**src/rtl/srt4_pkg.sv**
```systemverilog
// Shared types and constants for the SRT radix-4 datapath blocks.
package srt4_pkg;

   localparam int DATA_W = 8;

   typedef logic [DATA_W-1:0] data_t;

   localparam logic SEL_OUT0 = 1'b0;
   localparam logic SEL_OUT1 = 1'b1;

endpackage : srt4_pkg

```
**src/rtl/sync_fifo.sv**
```systemverilog
// Single-clock FIFO with register-array storage, separate occupancy count
// and a head output that reads as zero while empty.
module sync_fifo #(
   parameter int WIDTH = 8,
   parameter int DEPTH = 2
) (
   input  logic                     clk,
   input  logic                     rst,
   input  logic                     push,
   input  logic [WIDTH-1:0]         din,
   output logic                     full,
   input  logic                     pop,
   output logic                     empty,
   output logic [$clog2(DEPTH):0]   count,
   output logic [WIDTH-1:0]         head
);

   localparam int PW = $clog2(DEPTH);
   localparam int CW = PW + 1;

   logic [WIDTH-1:0] mem_q [DEPTH];
   logic [PW-1:0]    wr_ptr_q, wr_ptr_d;
   logic [PW-1:0]    rd_ptr_q, rd_ptr_d;
   logic [CW-1:0]    count_q, count_d;
   logic             do_push, do_pop;

   assign full    = (count_q == CW'(DEPTH));
   assign empty   = (count_q == '0);
   assign do_push = push && !full;
   assign do_pop  = pop && !empty;
   assign count   = count_q;
   assign head    = empty ? '0 : mem_q[rd_ptr_q];

   always_comb begin
      wr_ptr_d = wr_ptr_q;
      rd_ptr_d = rd_ptr_q;
      count_d  = count_q;
      if (do_push) wr_ptr_d = wr_ptr_q + 1'b1;
      if (do_pop)  rd_ptr_d = rd_ptr_q + 1'b1;
      if (do_push && !do_pop)      count_d = count_q + 1'b1;
      else if (do_pop && !do_push) count_d = count_q - 1'b1;
   end

   always_ff @(posedge clk) begin
      if (rst) begin
         wr_ptr_q <= '0;
         rd_ptr_q <= '0;
         count_q  <= '0;
      end else begin
         wr_ptr_q <= wr_ptr_d;
         rd_ptr_q <= rd_ptr_d;
         count_q  <= count_d;
      end
   end

   // Storage is never cleared; the reset pointers/count make stale words unreachable.
   always_ff @(posedge clk) begin
      if (!rst && do_push) mem_q[wr_ptr_q] <= din;
   end

endmodule : sync_fifo

```
**src/rtl/demux_buf.sv**
```systemverilog
// Registered 1-to-2 stream demultiplexer: sel steers each accepted word
// into one of two independent output FIFOs.
module demux_buf
   import srt4_pkg::*;
#(
   parameter int WIDTH = DATA_W,
   parameter int DEPTH = 2
) (
   input  logic                   clk,
   input  logic                   rst,
   input  logic [WIDTH-1:0]       data_in,
   input  logic                   sel,
   input  logic                   in_valid,
   output logic                   in_ready,
   output logic [WIDTH-1:0]       data_out0,
   output logic [WIDTH-1:0]       data_out1,
   output logic                   out0_valid,
   output logic                   out1_valid,
   input  logic                   out0_ready,
   input  logic                   out1_ready,
   output logic [$clog2(DEPTH):0] count0,
   output logic [$clog2(DEPTH):0] count1
);

   logic                   push_w  [2];
   logic                   pop_w   [2];
   logic                   full_w  [2];
   logic                   empty_w [2];
   logic [$clog2(DEPTH):0] count_w [2];
   logic [WIDTH-1:0]       head_w  [2];

   // Ready reflects only the selected FIFO, so it never depends on in_valid.
   assign in_ready  = (sel == SEL_OUT1) ? !full_w[1] : !full_w[0];
   assign push_w[0] = in_valid && in_ready && (sel == SEL_OUT0);
   assign push_w[1] = in_valid && in_ready && (sel == SEL_OUT1);
   assign pop_w[0]  = out0_ready;
   assign pop_w[1]  = out1_ready;

   generate
      for (genvar gi = 0; gi < 2; gi++) begin : g_fifo
         sync_fifo #(
            .WIDTH (WIDTH),
            .DEPTH (DEPTH)
         ) u_fifo (
            .clk   (clk),
            .rst   (rst),
            .push  (push_w[gi]),
            .din   (data_in),
            .full  (full_w[gi]),
            .pop   (pop_w[gi]),
            .empty (empty_w[gi]),
            .count (count_w[gi]),
            .head  (head_w[gi])
         );
      end
   endgenerate

   assign data_out0  = head_w[0];
   assign data_out1  = head_w[1];
   assign out0_valid = !empty_w[0];
   assign out1_valid = !empty_w[1];
   assign count0     = count_w[0];
   assign count1     = count_w[1];

endmodule : demux_buf

```
**config.mk**
```make
export PLATFORM = sky130hd
export DESIGN_NAME = demux_buf
export DESIGN_NICKNAME = d
export VERILOG_FILES = /design/src/rtl/srt4_pkg.sv /design/src/rtl/sync_fifo.sv /design/src/rtl/demux_buf.sv
export SDC_FILE = /design/constraint.sdc
export NUM_CORES = 1
export LEC_CHECK = 0
export BUFFER_PORTS_ARGS = -buffer_cell sky130_fd_sc_hd__clkbuf_2
export CAP_MARGIN = 40
export CORE_AREA = 4 4 64 66
export CTS_BUF_LIST = sky130_fd_sc_hd__clkbuf_4 sky130_fd_sc_hd__clkbuf_8
export CTS_CLUSTER_DIAMETER = 100
export DETAILED_ROUTE_END_ITERATION = 7
export DIE_AREA = 0 0 68 70
export GPL_ROUTABILITY_DRIVEN = 0
export HOLD_SLACK_MARGIN = 0.05
export PLACE_DENSITY_LB_ADDON = 0.15
export SLEW_MARGIN = 15
export SYNTH_ARGS = -nofsm -noshare
export SYNTH_HDL_FRONTEND = slang
export SYNTH_SLANG_ARGS = --single-unit
```
**constraint.sdc**
```tcl
create_clock -name clk -period 2.4 [get_ports clk]
set_clock_uncertainty 0.2 [all_clocks]
set_input_delay 0.36 -clock clk [delete_from_list [all_inputs] [get_ports clk]]
set_output_delay 0.36 -clock clk [all_outputs]
set_load 0.1 [all_outputs]
```
# Word level (Yosys, flattened, before mapping)
# Memory sizes are Yosys's and may differ from the RTL's. A register that Yosys moved wholly into a read port is not among the register bits.
# Cells that the tools add are included.
# totals
ff_bits	8
ramBits	32
input_bits	14
out_inout_bits	23
elab_cells	60
mem_count	2
# classes
n_addsub	8
n_eq_ne	2
n_mux	15
bitwise	1
n_reduce_logical	26
# memory_table
name	depth	word_bits	rd	rd_clocked_by_memory_dff	write_ports	line	rtl
g_fifo[0].u_fifo.mem_q	2	8	1	1	1	sync_fifo.sv:21	logic [WIDTH-1:0] mem_q [DEPTH];
g_fifo[1].u_fifo.mem_q	2	8	1	1	1	sync_fifo.sv:21	
# ops
op	n
$mux W8	2
$logic_and A1 B1 Y1	13
$logic_not A1 Y1	9
$mux W1	9
$mux W2	4
$add A1 B1 Y1 const B	4
$add A2 B1 Y2 const B	2
$eq A2 B2 Y1 const B	2
$logic_not A2 Y1	2
$reduce_bool A2 Y1	2
$sub A2 B1 Y2 const B	2
$not A1 Y1	1

# Logic depth before layout (Yosys ltp)
# logic_depth
depth_word	10
depth_mapped	6
mapped_depth_nobuf	6

# Modules after synthesis
# From an unflattened synthesis, not the netlist that was laid out.
# hier_totals
cells_unflattened	123
area_unflattened_um2	1672.9
# modules_own_cells
mod	instances	cells_each	area_per_inst_um2	seq_area_each_um2
sync_fifo	2	59	819.5	580.6
demux_buf	1	5	33.8	0.0

# Worst setup path before layout
# OpenSTA, ideal clock, no wires.
# synth_path
path_kind	register -> output
startpoint	register g_fifo[1].u_fifo.count_q[0]
endpoint	output port in_ready
arrival_time_ns	2.844
required_ns	1.840
setup_slack_ns	-1.004
stages_incl_launch_ff	4
n_path_buf	0
cell_sequence	dfxtp_1 -> nand2b_1 -> inv_1 -> mux2i_1
# synth_between
elab_chain_len	3
# synth_lines
element	line	rtl
from (decl)	sync_fifo.sv:24	logic [CW-1:0] count_q, count_d;
from (signal assigned)	sync_fifo.sv:52	count_q <= count_d;
$eq A2 B2 Y1	sync_fifo.sv:27	assign full = (count_q == CW'(DEPTH));
$logic_not A1 Y1	demux_buf.sv:33	assign in_ready = (sel == SEL_OUT1) ? !full_w[1] : !full_w[0];
$mux W1	demux_buf.sv:33	
to (decl)	demux_buf.sv:14	output logic in_ready,
# No other way between the ends.

# Worst setup path in the final report
# layout_path
startpoint	register g_fifo[0].u_fifo.count_q[1]
endpoint	output port in_ready
# layout_between
elab_chain_len	3
# layout_lines
element	line
from (decl)	sync_fifo.sv:24
from (signal assigned)	sync_fifo.sv:52
$eq A2 B2 Y1	sync_fifo.sv:27
$logic_not A1 Y1	demux_buf.sv:33
$mux W1	demux_buf.sv:33
# No other way between the ends.

==> qor.txt <==
Initial DRT Pass Iterations: 4
sequential share of the synthesized area: 0.697
TritonCTS clock tree: built
FF-to-FF path depth: 5
Avg WL per Cell: 13.9 um
IO buf count: 36
fin nets: 189
startpoint types: flop
initial core utilization: 0.466
Worst path max stage delay: 0.44 ns
Slew Limit Fails: 0
Worst Hold Path EP: g_fifo[0].u_fifo.count[1]
HP Class: in -> reg
Ports: 37
CP Max Fanout: 6
Worst-Skew Late Latency: 0.34 ns
unrepaired setup endpoints after global routing: no
number of diodes: 0
1st-iter DRT viols: 51
Layout area overhead: 34.1%
root buffer cell: clkbuf_4
HPWL after DPL: 2.29 mm
WL final: 3.08 mm
Post-Syn Nets: 136
floorplan core area: 0.00358 mm2
r2r setup slk: 0.33 ns
Worst path slowest cell: nor2b_1
Worst Max-Slew Pin Slew: 0.543 ns
DR DRC count: 0
clock-pin slew on the worst setup and hold paths: 0.12 ns
final setup vio count: 0
status: finished, final reports clean
layout cells sized above 1: 0.437
final worst path period share: 0.932
#FFs+latches synth: 42
Place WS: 0.314 ns
crit end category: output port
GRT Total Usage: 0.146
Cell Rows: 22
H-Tree Depth: 2
initial antenna violation count: 0
vias in the first global route: 1095
full die area: 0.00476 mm2
WHS: 0.125 ns
largest net degree at the start of global routing: 14
hold path start: rst
GRT overflow: 0
Die Y: 70 um
Num CTS Buffers: 5
Vias/cell: 4.91
post-synth top area share: 0.577
Clock Sinks: 42
fill count: 300
yosys warns: 0
R2R Path End: g_fifo[0].u_fifo.count[1]
WS Path Type: reg -> out
Worst R2R Start: g_fifo[0].u_fifo.count[1]
hold path cells: 2
Die Width: 68 um
Critical Path, Cell by Cell: nor2b_1, mux2i_4, clkbuf_2
Hold Vio Cnt, Final: 0
Antenna Nets Post-Route: 0
Period minus WS final: 2.24 ns
Final Util: 0.624
critical path required time: 1.84 ns
synthesized cell area: 0.00167 mm2
global-route wire length before repair: 5.00 mm
Max Cap Viol: 0
largest cells by area after synthesis: edfxtp_1 58%, dfxtp_1 12%, mux2i_1 10%, nor2_1 5.9%, xor2_1 3.2%
synthesized instance count: 120
crit path DAT: 1.68 ns
Slew headroom: 0.640
CTS Buffer Depth: 2
Via Count: 1091
post-route setup slack: 0.164 ns
cell taking the most area after synthesis: edfxtp_1
TNS Setup: 0 ns
Yosys cell types: 21
FMAX: 0.447 GHz
Mapped Avg Cell Area: 13.9 um2
worst max-delay path, delay by kind of cell (launching register included):
family                 cells  cell delay (ns)
buffers and inverters      1             0.39
DFF                        1             0.40
muxes                      1             0.10
and+or+nand+nor            1             0.44
layer usage:
| layer | vias up | track usage | wire length, um |
|---|---|---|---|
| met5 | - | 0 | 0 |
| met4 | 0 | 0.0596 | 57 |
| met3 | 7 | 0.0531 | 143 |
| met2 | 29 | 0.247 | 1620 |
| met1 | 518 | 0.159 | 1260 |
| li1 | 537 | - | - |
sequential cells by signal, summed over array words and instances (netlist names), named ones only:
name / count
g_fifo.u_fifo.count: 4
g_fifo.u_fifo.mem_q: 32
g_fifo.u_fifo.rd_ptr_q: 2
g_fifo.u_fifo.wr_ptr_q: 2
metrics by stage:
stage                     cell area [um2]  cells
after global placement               2070    205
after floorplan                      1820    120
after global routing                 2230    222
final                                2230    222
after CTS                            2230    222
after detailed placement             2080    206
kinds of logic after synthesis:
family	share of synthesized area
buffers and inverters	0.0173
multiplexers	0.102
adder cells (fa/ha/maj)	0.0150
XOR/XNOR	0.0315
AO/OA/AOI/OAI	0.0263
flip-flops	0.697
AND/OR/NAND/NOR	0.111
synthesized netlist by cell type:
cell      number
xor2_1         6
inv_1          4
ha_1           2
or3_1          2
nor2b_1        1
dfxtp_1       10
mux2i_1       17
nand2b_1       4
a21oi_1        2
o21ai_0        4
nor4b_1        1
nor4_2         1
nor3b_1        1
and3_1         1
nand4b_1       1
clkbuf_1       1
buf_2          2
nor2_1        26
o22ai_1        1
o21bai_1       1
edfxtp_1      32
final cells by class:
type	instances	area (um2)	share of cell area
well taps	48	60.1	0.0269
clock buffers	6	51.3	0.0230
multi-input cells	71	626	0.280
repair buffers	49	302	0.135
clock inverters	2	12.5	0.00560
flip-flops and latches	42	1170	0.523
inverters	4	15.0	0.00672
cell usage in the layout, fill, tap and decap left out, drive strengths merged, types with 4 or more instances in the layout:
cell type    instances
xor2                 6
buf                  5
inv                  4
dlygate4sd3          8
mux2i               17
o21ai                4
dfxtp               10
nor2                26
clkbuf              42
nand2b               4
edfxtp              32
how the worst max path moves through the flow:
stage / start / end
2_1_floorplan: g_fifo[1].u_fifo.count[1] / out1_valid
3_3_place_gp: g_fifo[1].u_fifo.count[1] / out1_valid
3_5_place_dp: g_fifo[0].u_fifo.count[1] / out0_valid
4_1_cts: flop / data_out1[1]
5_1_grt: g_fifo[0].u_fifo.count[1] / in_ready
6_report: g_fifo[0].u_fifo.count[1] / in_ready
repair_timing:
item,CTS,global route
endpoints found under the setup margin,9,13
buffers inserted,0,0
gates resized for setup,1,2
hold buffers,8,0
endpoints found under the hold margin,32,0
Power is left out: the tool's default activity adds up to more than one toggle a clock period on the data nets, which glitch-free logic cannot reach.
